`config.mk`:
```
export PLATFORM = sky130hd
export DESIGN_NAME = calc2_port_issuer_flat
export DESIGN_NICKNAME = d
export VERILOG_FILES = /design/src/rtl/calc2_pkg.sv /design/src/rtl/calc2_port_issuer_if.sv /design/src/rtl/calc2_tag_table.sv /design/src/rtl/calc2_port_issuer.sv /design/src/flat_wrapper.sv
export SDC_FILE = /design/constraint.sdc
export NUM_CORES = 1
export LEC_CHECK = 0
export BUFFER_PORTS_ARGS = -buffer_cell sky130_fd_sc_hd__clkbuf_2
export CAP_MARGIN = 40
export CORE_MARGIN = 5
export CORE_UTILIZATION = 55
export CTS_CLUSTER_DIAMETER = 200
export CTS_CLUSTER_SIZE = 28
export DETAILED_ROUTE_END_ITERATION = 8
export PLACE_DENSITY_LB_ADDON = 0.2
export SETUP_SLACK_MARGIN = 0.05
export SLEW_MARGIN = 40
export SYNTH_ARGS = -nofsm -noshare
export SYNTH_HDL_FRONTEND = slang
export SYNTH_HIERARCHICAL = 1
export SYNTH_SLANG_ARGS = --single-unit
```
`constraint.sdc`:
```
create_clock -name c_clk -period 12.4 [get_ports c_clk]
set_input_delay 3.1 -clock c_clk [delete_from_list [all_inputs] [get_ports c_clk]]
set_output_delay 3.1 -clock c_clk [all_outputs]
set_load 0.05 [all_outputs]
```
`src/rtl/calc2_pkg.sv`:
```
// Shared types and constants for the calc2 request-port issuer.
package calc2_pkg;

    typedef enum logic [3:0] {
        CMD_NOP = 4'd0,
        CMD_ADD = 4'd1,
        CMD_SUB = 4'd2,
        CMD_SHL = 4'd5,
        CMD_SHR = 4'd6
    } cmd_t;

    typedef enum logic [1:0] {
        RESP_NONE    = 2'd0,
        RESP_OK      = 2'd1,
        RESP_ERR     = 2'd2,
        RESP_TIMEOUT = 2'd3
    } resp_t;

    typedef logic [1:0] tag_t;

    localparam int unsigned CALC2_NUM_TAGS = 4;

endpackage

```
`src/rtl/calc2_port_issuer_if.sv`:
```
// Requester-side and calc2-side signal bundle for one calc2_port_issuer instance.
interface calc2_port_issuer_if;

    logic                in_valid;
    logic                in_ready;
    logic [3:0]          in_cmd;
    logic [31:0]         in_op1;
    logic [31:0]         in_op2;
    logic                out_valid;
    logic                out_ready;
    logic [1:0]          out_resp;
    logic [31:0]         out_data;
    calc2_pkg::tag_t     out_tag;
    logic [3:0]          req_cmd_out;
    logic [31:0]         req_data_out;
    calc2_pkg::tag_t     req_tag_out;
    logic [1:0]          dut_resp_in;
    logic [31:0]         dut_data_in;
    calc2_pkg::tag_t     dut_tag_in;
    logic [2:0]          outstanding;
    logic                err_spurious;

    modport slave (
        input  in_valid, in_cmd, in_op1, in_op2, out_ready,
        input  dut_resp_in, dut_data_in, dut_tag_in,
        output in_ready, out_valid, out_resp, out_data, out_tag,
        output req_cmd_out, req_data_out, req_tag_out, outstanding, err_spurious
    );

    modport master (
        output in_valid, in_cmd, in_op1, in_op2, out_ready,
        output dut_resp_in, dut_data_in, dut_tag_in,
        input  in_ready, out_valid, out_resp, out_data, out_tag,
        input  req_cmd_out, req_data_out, req_tag_out, outstanding, err_spurious
    );

endinterface

```
`src/rtl/calc2_tag_table.sv`:
```
// Four-entry in-order scoreboard: tag allocation, response capture, head retirement.
// Optional per-entry response timeout is enabled by CALC2_ISSUE_TIMEOUT_EN.
module calc2_tag_table
    import calc2_pkg::*;
#(
    parameter int unsigned TIMEOUT = 64,
    parameter int unsigned TO_W    = $clog2(TIMEOUT + 1)
) (
    input  logic        c_clk,
    input  logic        reset,
    input  logic        i_alloc,
    input  logic        i_retire,
    input  logic [1:0]  i_dut_resp,
    input  logic [31:0] i_dut_data,
    input  tag_t        i_dut_tag,
    output tag_t        o_tail,
    output logic        o_head_done,
    output logic [1:0]  o_head_resp,
    output logic [31:0] o_head_data,
    output tag_t        o_head_tag,
    output logic [2:0]  o_outstanding,
    output logic        o_err_spurious
);

    tag_t        r_head;
    tag_t        r_tail;
    logic [2:0]  r_outstanding;
    logic [CALC2_NUM_TAGS-1:0] r_issued;
    logic [CALC2_NUM_TAGS-1:0] r_done;
    logic [1:0]  r_resp [CALC2_NUM_TAGS];
    logic [31:0] r_data [CALC2_NUM_TAGS];
    logic        r_err;
`ifdef CALC2_ISSUE_TIMEOUT_EN
    logic [TO_W-1:0] r_cnt [CALC2_NUM_TAGS];
`endif

    logic w_resp_any;
    logic w_resp_hit;

    assign w_resp_any = (i_dut_resp != RESP_NONE);
    assign w_resp_hit = w_resp_any & r_issued[i_dut_tag] & ~r_done[i_dut_tag];

    always_ff @(posedge c_clk) begin
        if (reset) begin
            r_head        <= '0;
            r_tail        <= '0;
            r_outstanding <= '0;
            r_issued      <= '0;
            r_done        <= '0;
            r_err         <= 1'b0;
            for (int i = 0; i < CALC2_NUM_TAGS; i++) begin
                r_resp[i] <= '0;
                r_data[i] <= '0;
`ifdef CALC2_ISSUE_TIMEOUT_EN
                r_cnt[i]  <= '0;
`endif
            end
        end else begin
`ifdef CALC2_ISSUE_TIMEOUT_EN
            // A same-cycle response is written below and overrides the timeout.
            for (int i = 0; i < CALC2_NUM_TAGS; i++) begin
                if (r_issued[i] && !r_done[i]) begin
                    r_cnt[i] <= r_cnt[i] + TO_W'(1);
                    if (r_cnt[i] + TO_W'(1) == TO_W'(TIMEOUT)) begin
                        r_done[i] <= 1'b1;
                        r_resp[i] <= RESP_TIMEOUT;
                        r_data[i] <= '0;
                    end
                end
            end
`endif
            if (w_resp_hit) begin
                r_done[i_dut_tag] <= 1'b1;
                r_resp[i_dut_tag] <= i_dut_resp;
                r_data[i_dut_tag] <= i_dut_data;
            end else if (w_resp_any) begin
                r_err <= 1'b1;
            end
            if (i_retire) begin
                r_issued[r_head] <= 1'b0;
                r_done[r_head]   <= 1'b0;
                r_head           <= r_head + 2'd1;
            end
            // Retirement is in order, so the tail entry is free whenever alloc is allowed.
            if (i_alloc) begin
                r_issued[r_tail] <= 1'b1;
                r_done[r_tail]   <= 1'b0;
`ifdef CALC2_ISSUE_TIMEOUT_EN
                r_cnt[r_tail]    <= '0;
`endif
                r_tail           <= r_tail + 2'd1;
            end
            r_outstanding <= r_outstanding + {2'b00, i_alloc} - {2'b00, i_retire};
        end
    end

    assign o_tail         = r_tail;
    assign o_head_done    = r_done[r_head];
    assign o_head_resp    = r_resp[r_head];
    assign o_head_data    = r_data[r_head];
    assign o_head_tag     = r_head;
    assign o_outstanding  = r_outstanding;
    assign o_err_spurious = r_err;

endmodule

```
`src/rtl/calc2_port_issuer.sv`:
```
// Issues whole calc2 operations as two-cycle requests and returns results in issue order.
// Build with CALC2_ISSUE_TIMEOUT_EN to retire unanswered tags after TIMEOUT cycles.
module calc2_port_issuer
    import calc2_pkg::*;
#(
    parameter int unsigned TIMEOUT = 64,
    parameter int unsigned TO_W    = $clog2(TIMEOUT + 1)
) (
    input logic                 c_clk,
    input logic                 reset,
    calc2_port_issuer_if.slave  bus
);

    localparam logic [1:0] ST_IDLE  = 2'd0;
    localparam logic [1:0] ST_SEND1 = 2'd1;
    localparam logic [1:0] ST_SEND2 = 2'd2;

    logic [1:0]  r_state;
    logic [1:0]  w_state_d;
    logic [3:0]  r_req_cmd;
    logic [3:0]  w_req_cmd_d;
    logic [31:0] r_req_data;
    logic [31:0] w_req_data_d;
    tag_t        r_req_tag;
    tag_t        w_req_tag_d;
    logic [31:0] r_op2;

    logic        w_in_ready;
    logic        w_accept;
    logic        w_retire;
    tag_t        w_tail;
    logic        w_head_done;
    logic [1:0]  w_head_resp;
    logic [31:0] w_head_data;
    tag_t        w_head_tag;
    logic [2:0]  w_outstanding;
    logic        w_err_spurious;

    assign w_in_ready = (r_state != ST_SEND1) & (w_outstanding < 3'd4) & ~reset;
    assign w_accept   = bus.in_valid & w_in_ready;
    assign w_retire   = w_head_done & bus.out_ready;

    // Accept is never possible in SEND1, so SEND1 always falls through to SEND2.
    always_comb begin
        w_state_d    = ST_IDLE;
        w_req_cmd_d  = '0;
        w_req_data_d = '0;
        w_req_tag_d  = '0;
        if (w_accept) begin
            w_state_d    = ST_SEND1;
            w_req_cmd_d  = bus.in_cmd;
            w_req_data_d = bus.in_op1;
            w_req_tag_d  = w_tail;
        end else if (r_state == ST_SEND1) begin
            w_state_d    = ST_SEND2;
            w_req_data_d = r_op2;
        end
    end

    always_ff @(posedge c_clk) begin
        if (reset) begin
            r_state    <= ST_IDLE;
            r_req_cmd  <= '0;
            r_req_data <= '0;
            r_req_tag  <= '0;
            r_op2      <= '0;
        end else begin
            r_state    <= w_state_d;
            r_req_cmd  <= w_req_cmd_d;
            r_req_data <= w_req_data_d;
            r_req_tag  <= w_req_tag_d;
            if (w_accept) begin
                r_op2 <= bus.in_op2;
            end
        end
    end

    calc2_tag_table #(
        .TIMEOUT (TIMEOUT),
        .TO_W    (TO_W)
    ) u_tag_table (
        .c_clk          (c_clk),
        .reset          (reset),
        .i_alloc        (w_accept),
        .i_retire       (w_retire),
        .i_dut_resp     (bus.dut_resp_in),
        .i_dut_data     (bus.dut_data_in),
        .i_dut_tag      (bus.dut_tag_in),
        .o_tail         (w_tail),
        .o_head_done    (w_head_done),
        .o_head_resp    (w_head_resp),
        .o_head_data    (w_head_data),
        .o_head_tag     (w_head_tag),
        .o_outstanding  (w_outstanding),
        .o_err_spurious (w_err_spurious)
    );

    assign bus.in_ready     = w_in_ready;
    assign bus.out_valid    = w_head_done;
    assign bus.out_resp     = w_head_done ? w_head_resp : 2'd0;
    assign bus.out_data     = w_head_done ? w_head_data : 32'd0;
    assign bus.out_tag      = w_head_done ? w_head_tag : 2'd0;
    assign bus.req_cmd_out  = r_req_cmd;
    assign bus.req_data_out = r_req_data;
    assign bus.req_tag_out  = r_req_tag;
    assign bus.outstanding  = w_outstanding;
    assign bus.err_spurious = w_err_spurious;

endmodule
```
`src/flat_wrapper.sv`:
```
// flat-port wrapper written by rule: the top's interface ports become plain ports
module calc2_port_issuer_flat import calc2_pkg::*;
#(
    parameter int unsigned TIMEOUT = 64,
    parameter int unsigned TO_W    = $clog2(TIMEOUT + 1)
)
  (c_clk, reset, bus_in_valid, bus_in_cmd, bus_in_op1, bus_in_op2, bus_out_ready, bus_dut_resp_in, bus_dut_data_in, bus_dut_tag_in, bus_in_ready, bus_out_valid, bus_out_resp, bus_out_data, bus_out_tag, bus_req_cmd_out, bus_req_data_out, bus_req_tag_out, bus_outstanding, bus_err_spurious);
  calc2_port_issuer_if bus_i ();
  input logic c_clk;
  input logic reset;
  input wire logic [$bits(bus_i.in_valid)-1:0] bus_in_valid;
  input wire logic [$bits(bus_i.in_cmd)-1:0] bus_in_cmd;
  input wire logic [$bits(bus_i.in_op1)-1:0] bus_in_op1;
  input wire logic [$bits(bus_i.in_op2)-1:0] bus_in_op2;
  input wire logic [$bits(bus_i.out_ready)-1:0] bus_out_ready;
  input wire logic [$bits(bus_i.dut_resp_in)-1:0] bus_dut_resp_in;
  input wire logic [$bits(bus_i.dut_data_in)-1:0] bus_dut_data_in;
  input wire logic [$bits(bus_i.dut_tag_in)-1:0] bus_dut_tag_in;
  output wire logic [$bits(bus_i.in_ready)-1:0] bus_in_ready;
  output wire logic [$bits(bus_i.out_valid)-1:0] bus_out_valid;
  output wire logic [$bits(bus_i.out_resp)-1:0] bus_out_resp;
  output wire logic [$bits(bus_i.out_data)-1:0] bus_out_data;
  output wire logic [$bits(bus_i.out_tag)-1:0] bus_out_tag;
  output wire logic [$bits(bus_i.req_cmd_out)-1:0] bus_req_cmd_out;
  output wire logic [$bits(bus_i.req_data_out)-1:0] bus_req_data_out;
  output wire logic [$bits(bus_i.req_tag_out)-1:0] bus_req_tag_out;
  output wire logic [$bits(bus_i.outstanding)-1:0] bus_outstanding;
  output wire logic [$bits(bus_i.err_spurious)-1:0] bus_err_spurious;
  assign bus_i.in_valid = bus_in_valid;
  assign bus_i.in_cmd = bus_in_cmd;
  assign bus_i.in_op1 = bus_in_op1;
  assign bus_i.in_op2 = bus_in_op2;
  assign bus_i.out_ready = bus_out_ready;
  assign bus_i.dut_resp_in = bus_dut_resp_in;
  assign bus_i.dut_data_in = bus_dut_data_in;
  assign bus_i.dut_tag_in = bus_dut_tag_in;
  assign bus_in_ready = bus_i.in_ready;
  assign bus_out_valid = bus_i.out_valid;
  assign bus_out_resp = bus_i.out_resp;
  assign bus_out_data = bus_i.out_data;
  assign bus_out_tag = bus_i.out_tag;
  assign bus_req_cmd_out = bus_i.req_cmd_out;
  assign bus_req_data_out = bus_i.req_data_out;
  assign bus_req_tag_out = bus_i.req_tag_out;
  assign bus_outstanding = bus_i.outstanding;
  assign bus_err_spurious = bus_i.err_spurious;
  calc2_port_issuer #(.TIMEOUT(TIMEOUT), .TO_W(TO_W)) u_core (.c_clk(c_clk), .reset(reset), .bus(bus_i));
endmodule
```
=== After elaboration in Yosys (flattened, before gate mapping) ===
Memory sizes are Yosys's and may differ from the RTL's. A register that Yosys moved wholly into a read port is not among the register bits.
Cells that the tools add are included.

* Register bits after elaboration: 88
* RAM bits: 136
* Input port bits: 108
* Output and inout port bits: 80
* Word-level logic and storage cells: 95
* Memories: 2

* Add/subtract/negate cells: 4
* $lt $le $gt $ge: 7
* Eq/ne operators: 2
* Mux-type cells: 42
* Bitwise operators: 17
* Reduce and logical (&&, ||, !) cells: 9

{| class="wikitable"
|+ Memory list
! memory !! words !! width !! rd ports !! clocked after Yosys merged registers in !! write ports !! RTL line !! RTL
|-
| u_core.u_tag_table.r_data || 4 || 32 || 1 || 1 || 4 || calc2_tag_table.sv:31 || <nowiki>logic [31:0] r_data [CALC2_NUM_TAGS];</nowiki>
|-
| u_core.u_tag_table.r_resp || 4 || 2 || 1 || 1 || 4 || calc2_tag_table.sv:30 || <nowiki>logic [1:0] r_resp [CALC2_NUM_TAGS];</nowiki>
|}

{| class="wikitable"
|+ Operators with widths
! cell !! number
|-
| 32-bit 2-to-1 mux || 4
|-
| 4-bit 2-to-1 mux || 8
|-
| 32-bit OR reduction || 1
|-
| 2-bit 2-to-1 mux || 10
|-
| 1-bit 2-to-1 mux || 14
|-
| 4-bit bitwise AND || 3
|-
| 2-bit by 3-bit < comparator with 1-bit output, second input constant || 3
|-
| 4-bit inverter || 2
|-
| 4-bit OR || 2
|-
| 1-bit bitwise AND || 6
|-
| 1-bit binary-select mux with 2-bit select || 3
|-
| 1-bit demux with 2-bit select || 3
|-
| 2-bit by 1-bit >= comparator with 1-bit output, second input constant || 3
|-
| 2-bit OR reduction || 3
|-
| 2-bit by 1-bit adder with 2-bit output, second input constant || 2
|-
| 1-bit inverter || 4
|-
| 3-bit by 1-bit adder with 3-bit output || 1
|-
| 1-bit logical AND || 3
|-
| 3-bit < comparator, second input constant || 1
|-
| 3-bit by 1-bit subtractor with 3-bit output || 1
|-
| 2-bit by 1-bit == test with 1-bit output, second input constant || 1
|-
| 2-bit by 1-bit != test with 1-bit output, second input constant || 1
|-
| 2-bit AND reduction || 1
|-
| 2-bit nonzero test || 1
|}

=== Logic depth before layout (Yosys ltp) ===
Gate-level depths: netlist of run 1.

* Word-level depth: 12
* Gate-level depth with buffers: 8
* Mapped depth without buffers: 8

=== Modules after synthesis ===
The synthesis of run 1 kept the hierarchy.

{| class="wikitable"
|+ By module, submodules not included
! module !! times used !! cells each !! area each (um^2) !! seq. area each (um^2)
|-
| calc2_tag_table || 1 || 482 || 7,019.2 || 4,444.3
|-
| calc2_port_issuer || 1 || 271 || 2,890.3 || 1,441.4
|}

=== Worst setup path after synthesis of run 1 ===
No wires, ideal clock.

* Kind: in2out
* From: input port reset
* To: output port bus_in_ready
* Arrival time: 4,348 ps
* Data required time: 9,300 ps
* Path slack: 4,952 ps
* Stages: 2
* Buffers on the path: 1
* Cell sequence: clkbuf_1 > nor3_1

* Word-level cells in the longest chain between the ends: 2

{| class="wikitable"
|+ RTL lines
! element !! RTL line !! RTL
|-
| from (decl) || flat_wrapper.sv:10 || <nowiki>input logic reset;</nowiki>
|-
| 1-bit inverter || calc2_port_issuer.sv:39 || <nowiki>assign w_in_ready = (r_state != ST_SEND1) & (w_outstanding < 3'd4) & ~reset;</nowiki>
|-
| 1-bit bitwise AND || calc2_port_issuer.sv:39 ||
|-
| to (decl) || flat_wrapper.sv:19 || <nowiki>output wire logic [$bits(bus_i.in_ready)-1:0] bus_in_ready;</nowiki>
|}

Every way passes these cells.

=== Worst setup path in the final report of run 1 ===
Same ends and word-level chain as after synthesis.

==> flow_summary.toml, run 1 <==
[outcome]
status = "complete, no violations"

[critical_path]
r2r_end = "u_core/u_tag_table/o_outstanding[2]"
regToRegSetupSlack_ns = 9.29
path_max_fanout = 22
cp-end-kind = "primary output"
max_stage_delay_ns = 0.32
path_cells = "buf_4 -> nor3_1 -> clkbuf_2"
reg2regPathDepth = 8
critical_path.top_delay_family = "buffers and inverters"
r2r-start = "u_core/u_tag_table/o_head_tag[0]"
critPathRequiredTime_ns = 9.30
crit_type = "input pin to primary output"
worstPathArrival_ns = 3.87
cp_num_buf_inv = 2
cp_slowest_cell = "clkbuf_2"
critPathLaunchType = "input pin"

[placed_design]
dp.final_hpwl_um = 13600
portBuffers = 187
dpl_cell_area_um2 = 10900
gp_congestion = 0.754

[floorplanning]
initial_utilization_pct = 55.5
rows = 49
die_x_um = 144
io_pins = 188
die_h_um = 144
core_um2 = 17800
dieArea_um2 = 20800

[sta]
rsz0062_at_grt = "false"
final.setup_skew_ns = 0.0369
finalCritPeriodShare_pct = 56.2
fmax_mhz = 143
drv_slew = 0
hold_viol = 0
setup_tns_ns = 0
worst_slew_pin_slew_ns = 0.851
maxSlewHeadroom_pct = 43.3
setup_viol = 0
min_period_ns = 6.97

[power]
p_per_area_nw_per_um2 = 128
ir_worst_vdd_v = 0.000141
power.leakage_nw = 4.32

[logic_synthesis]
syn_nets = 872
yosys_register_bits = 226
synthCells = 753
ys_seq_area_share_pct = 59.4
yosys-top-cells-area = "edfxtp_1 (41%), dfxtp_1 (18%), mux4_2 (8.2%)"
yosysWarnings = 6
synth_cell_types = 39
synth_flop_cell = "edfxtp_1"
syn_area_um2 = 9910
synth_edf_count = 136
yosysTopAreaCell = "edfxtp_1"
synth_area_per_cell_um2 = 13.2
async_flop_share_pct = 0
netlist.area_leader.share_pct = 41.2

[drt]
first_pass_iters = 5
first_iter_violations = 337
ant_nets = 0
via_per_inst = 5.68
routedWlPerCell_um = 19.7
finalWirelength_um = 22400
post-route-drc-count = 0
vias = 6458

[grt]
grt_pass1_vias = 6768
grt_max_degree = 93
grt_pass1_wl_um = 35200
overflow = 0
grt_use_total_pct = 21.6
grt_antenna_before_repair = 0

[clock_network]
worstSkewPairLatency_ns = 0.47
clock-sinks = 226
cts_hold_buf = 0
cts.path.max_buffers = 3
cts_tree = "built"
cts_max_level = 1
post_cts_buffers = 0
ctsResizeCount = 0
clock_tree.root_cell = "clkbuf_16"
cts_buffers = 12
clk_pin_slew_ns = 0.11

[layout]
area_growth_syn_to_layout_pct = 14.2
layout-drive-gt1-share_pct = 32.9
layout_common_cells = "clkbuf_2 (186), edfxtp_1 (136), dfxtp_1 (88)"
final.fill_count = 1380
antenna_cells = 0
postLayoutCellArea_um2 = 11300
final_common_cell = "clkbuf_2"
fin_nets = 1021

[worst_hold_path]
min_delay_worst_endpoint = "u_core/u_tag_table/r_done[2]"
hold_start = "u_core/u_tag_table/r_done[2]"
hold_class = "register to register"
min_path_cells = 2

[job]
maxCapViolations = 0
-- registers in the layout, summed over array words and instances (netlist names), named ones only --
name                               cells
u_core/r_op2                          32
u_core/u_tag_table/r_data            128
u_core/bus.req_cmd_out                 4
u_core/u_tag_table/r_resp              8
u_core/u_tag_table/o_err_spurious      1
u_core/u_tag_table/r_issued            4
u_core/bus.req_tag_out                 2
u_core/u_tag_table/o_tail              2
u_core/bus.req_data_out               32
u_core/u_tag_table/o_head_tag          2
u_core/u_tag_table/r_done              4
u_core/u_tag_table/o_outstanding       3
u_core/r_state                         2
-- logic make-up (layout without fill, tap and decap cells) --
logic type      count (synthesis)  after routing  synth area share (%)
mux                            70             70                  11.6
xor+xnor                        4              4                 0.353
compound gates                 44             44                  3.56
simple gates                  322            322                  19.7
flops                         226            226                  59.4
buf+inv                        76            231                  3.88
fa+ha+maj                      11             11                  1.46
-- final cells by class --
| class | instances | area [um2] | area share [%] |
|---|---|---|---|
| clock inverter | 1 | 30.0 | 0.265 |
| tap | 229 | 287 | 2.53 |
| inverter | 12 | 45.0 | 0.398 |
| clock buffer | 19 | 348 | 3.07 |
| multi-input combinational | 451 | 3690 | 32.6 |
| timing repair buffer | 199 | 1030 | 9.12 |
| sequential | 226 | 5890 | 52.0 |
-- worst max-delay path by stage --
stage,from,end,slack (ns),depth (start not counted)
floorplan,reset,bus_in_ready,4.95,2
global placement,reset,bus_in_ready,5.45,3
detailed placement,reset,bus_in_ready,5.41,3
CTS,reset,bus_in_ready,5.40,3
global route,reset,bus_in_ready,5.35,3
finish,reset,bus_in_ready,5.43,3
-- metal layers --
layer,global-route usage (%),share of wire (%),up-vias
li1,-,-,2983
met1,27.3,38,3183
met2,38.4,52,269
met3,4.60,8.8,23
met4,4.71,1.5,0
met5,0,0,-
-- power by group --
group          leakage (nW)  internal (mW)  switching [mW]
Clock                 0.179          0.201           0.234
Combinational          2.00         0.0608           0.111
Sequential             2.14          0.831          0.0156
Total                  4.32           1.09           0.361
-- cells in the mapped netlist, types with 2 or more instances --
library cell    n
nand2b_1       67
and2_1         44
edfxtp_1      136
or3_1           2
buf_2          13
nor2_1         79
buf_1           2
nor3_2         12
a22o_1         32
nand3_1        35
a21oi_1         6
nor3b_2        26
clkbuf_1       37
nor3_1         24
inv_1          11
buf_8           2
o21ai_0         3
mux2i_1        34
buf_6           6
nor3b_1         7
xnor2_1         4
nand2_1        16
ha_1           10
dfxtp_1        90
mux4_2         36
nor2b_1         3
buf_4           4
-- worst min-delay path, cell delays in order (launching register included) --
cell and delay [ns]:
dfxtp_1 0.33, inv_1 0.05, a21oi_1 0.05
-- stage by stage --
| step | std cells | hold slack (ns) | total power [mW] | utilization [%] | worst slack [ns] |
|---|---|---|---|---|---|
| 2_1_floorplan | 753 | 0.427 | 0.983 | - | 4.95 |
| 3_5_place_dp | 1117 | 0.448 | 1.04 | 61.3 | 5.41 |
| 4_1_cts | 1137 | 0.464 | 1.47 | 63.4 | 5.40 |
| 5_1_grt | 1137 | 0.497 | 1.51 | 63.4 | 5.35 |
| 3_3_place_gp | 1117 | 0.442 | 1.03 | 61.3 | 5.45 |
| 6_report | 1137 | 0.462 | 1.45 | 63.4 | 5.43 |
Note: power is estimated with default switching activity, not from simulation.
==> run 2, diff against run 1 <==
- clock period: 12.4 -> 6.6 ns (I/O delays scaled with it)
==> flow_summary.toml, run 2 (synthesis gave the netlist of run 1 again) <==
[clock_network]
cts_hold_buf = 0
cts_tree = "built"
cts_max_level = 1
clock_tree.root_cell = "clkbuf_16"
ctsResizeCount = 0
worstSkewPairLatency_ns = 0.46
cts_buffers = 12
cts.path.max_buffers = 3
clk_pin_slew_ns = 0.10
post_cts_buffers = 0
clock-sinks = 226

[drt]
finalWirelength_um = 22600
post-route-drc-count = 0
first_pass_iters = 5
via_per_inst = 5.62
routedWlPerCell_um = 19.9
first_iter_violations = 471
ant_nets = 0
vias = 6390

[placed_design]
dp.final_hpwl_um = 14300
gp_congestion = 0.770
placed_cells = 1117
post-place-ws_ns = 2.27
portBuffers = 187

[layout]
stdcell_count = 1137
fin_util_pct = 63.5
largest_register = "u_core/u_tag_table/r_data"
final.fill_count = 1399
area_growth_syn_to_layout_pct = 14.3
fin_nets = 1022
final_common_cell = "clkbuf_2"
layout-drive-gt1-share_pct = 33.0
multi_input_area_um2 = 3690
layout_common_cells = "clkbuf_2 (186), edfxtp_1 (136), dfxtp_1 (88)"
antenna_cells = 0
seqCellArea_um2 = 5890
largest_register_ffs = 128

[sta]
finalCritPeriodShare_pct = 63.0
drv_slew = 0
setup_viol = 0
maxSlewHeadroom_pct = 45.0
min_period_ns = 4.16
setup_tns_ns = 0
hold_viol = 0
worst_slew_pin_slew_ns = 0.826
final.setup_skew_ns = 0.0311
fmax_mhz = 241
rsz0062_at_grt = "false"
setup_ws_ns = 2.44
whs_ns = 0.472

[critical_path]
path_max_fanout = 64
path_cells = "buf_4 -> nor3_1 -> clkbuf_2"
cp-end-kind = "primary output"
critPathRequiredTime_ns = 4.95
critPathLaunchType = "input pin"
max_stage_delay_ns = 0.33
crit_type = "input pin to primary output"
cp_slowest_cell = "clkbuf_2"
worstPathArrival_ns = 2.51

[grt]
grt_max_degree = 65
grt_pass1_vias = 6678
overflow = 0
grt_antenna_before_repair = 0
grt_pass1_wl_um = 35500
grt_use_total_pct = 21.8

[floorplanning]
die_x_um = 144
rows = 49
initial_utilization_pct = 55.5
die_h_um = 144
io_pins = 188
dieArea_um2 = 20800
core_um2 = 17800

[outcome]
status = "complete, no violations"

[power]
power.leakage_nw = 4.32
ir_worst_vdd_v = 0.000243
p_per_area_nw_per_um2 = 241

[job]
maxCapViolations = 0

[worst_hold_path]
hold_class = "register to register"
==> run 2: per-layer routing <==
metal,GRT usage (%),part of all wire [%]
met2,39.4,52
met5,0,0
met1,26.8,37
met4,5.01,1.8
met3,4.96,9.2
==> run 2: final timing paths <==
kind / startpoint / endpoint / slack, ns / cells past startpoint
setup / recovery: reset / bus_in_ready / 2.44 / 3
hold reg to reg: u_core/u_tag_table/r_done[2] / u_core/u_tag_table/r_done[2] / 0.47 / 2
setup reg to reg: u_core/u_tag_table/o_head_tag[0] / u_core/u_tag_table/o_outstanding[2] / 3.48 / 8
hold / removal: u_core/u_tag_table/r_done[2] / u_core/u_tag_table/r_done[2] / 0.47 / 2
==> run 2: report_power, final <==
group,leakage (nW),internal [mW],switching (mW)
Clock,0.178,0.375,0.437
Sequential,2.14,1.56,0.0312
Combinational,2.00,0.115,0.208
==> run 2: layout make-up <==
cell class	instances	area share, %
Clock buffer	18	3.04
Clock inverter	1	0.265
Inverter	12	0.398
Multi-Input combinational cell	451	32.6
Sequential cell	226	52.0
Tap cell	229	2.53
Timing Repair Buffer	200	9.18
==> run 2: critical path: cells and delay by family <==
family	cells	cell delay [ns]
simple gates	1	0.27
buf+inv	2	0.58
==> run 2: through the flow <==
| stage | total power, mW | area [um2] |
|---|---|---|
| final | 2.73 | 11300 |
| after global routing | 2.84 | 11300 |
| after CTS | 2.75 | 11300 |
| after detailed placement | 1.95 | 10900 |
| after global placement | 1.94 | 10900 |
| after floorplan | 1.85 | 9910 |
==> run 3, diff against run 2 <==
- CORE_UTILIZATION: 55 -> 50
- clock period: 6.6 -> 3.8 ns (I/O delays scaled with it)
==> flow_summary.toml, run 3 (synthesis gave the netlist of run 1 again) <==
[critical_path]
r2r-start = "u_core/u_tag_table/o_head_tag[0]"
path_cells = "mux4_2 -> and2_1 -> clkbuf_2"
critPathLaunchType = "register"
regToRegSetupSlack_ns = 0.86
cp-end-kind = "primary output"
critPathRequiredTime_ns = 2.85
path_max_fanout = 38
r2r_end = "u_core/u_tag_table/o_outstanding[2]"
max_stage_delay_ns = 0.83
crit_type = "register to primary output"
cp_slowest_cell = "mux4_2"
worstPathArrival_ns = 2.31
reg2regPathDepth = 8

[placed_design]
placed_cells = 1158
gp_congestion = 0.747
dp.final_hpwl_um = 14100
portBuffers = 187

[layout]
largest_register = "u_core/u_tag_table/r_data"
final.fill_count = 1611
largest_register_ffs = 128
layout-drive-gt1-share_pct = 33.2
fin_nets = 1026
area_growth_syn_to_layout_pct = 15.2
antenna_cells = 0
layout_common_cells = "clkbuf_2 (186), edfxtp_1 (136), dfxtp_1 (89)"
final_common_cell = "clkbuf_2"
stdcell_count = 1177

[clock_network]
clk_pin_slew_ns = 0.11
cts_tree = "built"
worstSkewPairLatency_ns = 0.48
post_cts_buffers = 0
clock_tree.root_cell = "clkbuf_16"
cts_hold_buf = 0
cts_buffers = 12
clock-sinks = 226
cts.path.max_buffers = 3
ctsResizeCount = 0
cts_max_level = 1

[power]
p_per_area_nw_per_um2 = 418
total_power_mw = 4.77
power.leakage_nw = 4.35
ir_worst_vdd_v = 0.000356

[sta]
hold_viol = 0
drv_slew = 0
whs_ns = 0.461
fmax_mhz = 307
rsz0062_at_grt = "false"
final.setup_skew_ns = 0.0337
min_period_ns = 3.26
maxSlewHeadroom_pct = 58.9
finalCritPeriodShare_pct = 85.8
setup_tns_ns = 0
worst_slew_pin_slew_ns = 0.616
setup_viol = 0

[drt]
vias = 6274
post-route-drc-count = 0
first_pass_iters = 5
finalWirelength_um = 22400
first_iter_violations = 327
ant_nets = 0
via_per_inst = 5.33
routedWlPerCell_um = 19.1

[grt]
grt_use_total_pct = 20.0
grt_pass1_vias = 6507
overflow = 0
grt_max_degree = 66
grt_pass1_wl_um = 35500
grt_antenna_before_repair = 1

[floorplanning]
rows = 51
dieArea_um2 = 22700
die_h_um = 151
io_pins = 188
die_x_um = 151
initial_utilization_pct = 50.9
core_um2 = 19500

[worst_hold_path]
min_path_cells = 1
min_delay_worst_endpoint = "u_core/bus.req_data_out[18]"
hold_class = "register to register"
hold_start = "u_core/r_op2[18]"

[job]
maxCapViolations = 0

[outcome]
status = "complete, no violations"
run 3: worst max path at each step:
stage	start	to	slack (ns)	cells past startpoint
after floorplan	bus_dut_tag_in[1]	u_core/u_tag_table/r_data[1][0]	0.33	3
after global placement	u_core/u_tag_table/o_head_tag[0]	u_core/u_tag_table/o_outstanding[2]	0.91	8
after detailed placement	u_core/u_tag_table/o_head_tag[0]	u_core/u_tag_table/o_outstanding[2]	0.84	8
after CTS	u_core/u_tag_table/o_head_tag[0]	bus_out_data[20]	0.50	3
after global routing	u_core/u_tag_table/o_head_tag[0]	bus_out_data[28]	0.38	3
final	u_core/u_tag_table/o_head_tag[0]	bus_out_data[20]	0.54	3
run 3: area by class of cell:
type / instances / area [um2] / area share [%]
Sequential cell: 226 / 5890 / 51.6
Multi-Input combinational cell: 451 / 3690 / 32.3
Timing Repair Buffer: 204 / 1090 / 9.56
Clock buffer: 18 / 344 / 3.01
Tap cell: 265 / 332 / 2.90
Inverter: 12 / 45.0 / 0.395
Clock inverter: 1 / 30.0 / 0.263
run 3: where the power goes:
group	switching (mW)	total (mW)	internal (mW)
logic	0.361	0.563	0.203
clock network	0.787	1.44	0.652
registers	0.0524	2.77	2.71
total	1.20	4.77	3.57
run 3: per-layer routing:
layer	track usage [%]	up-vias	share of wire, %
met5	0	-	0.049
met4	4.99	2	2.1
met3	6.13	32	9.3
met2	32.5	220	48
met1	26.6	3023	41
li1	-	2997	-
run 3: worst max-delay path: cells and delay by family, from the launching register on:
kind	cells	cell delay, ns
muxes	1	0.83
and+or+nand+nor	1	0.26
buffers and inverters	1	0.23
DFF	1	0.48
run 3: through the flow:
| step | worst slack, ns | area [um2] | utilization (%) |
|---|---|---|---|
| after floorplan | 0.331 | 9910 | - |
| after global placement | 0.906 | 11000 | 56.7 |
| after detailed placement | 0.844 | 11000 | 56.7 |
| after CTS | 0.501 | 11400 | 58.7 |
| after global routing | 0.385 | 11400 | 58.7 |
| final | 0.538 | 11400 | 58.7 |
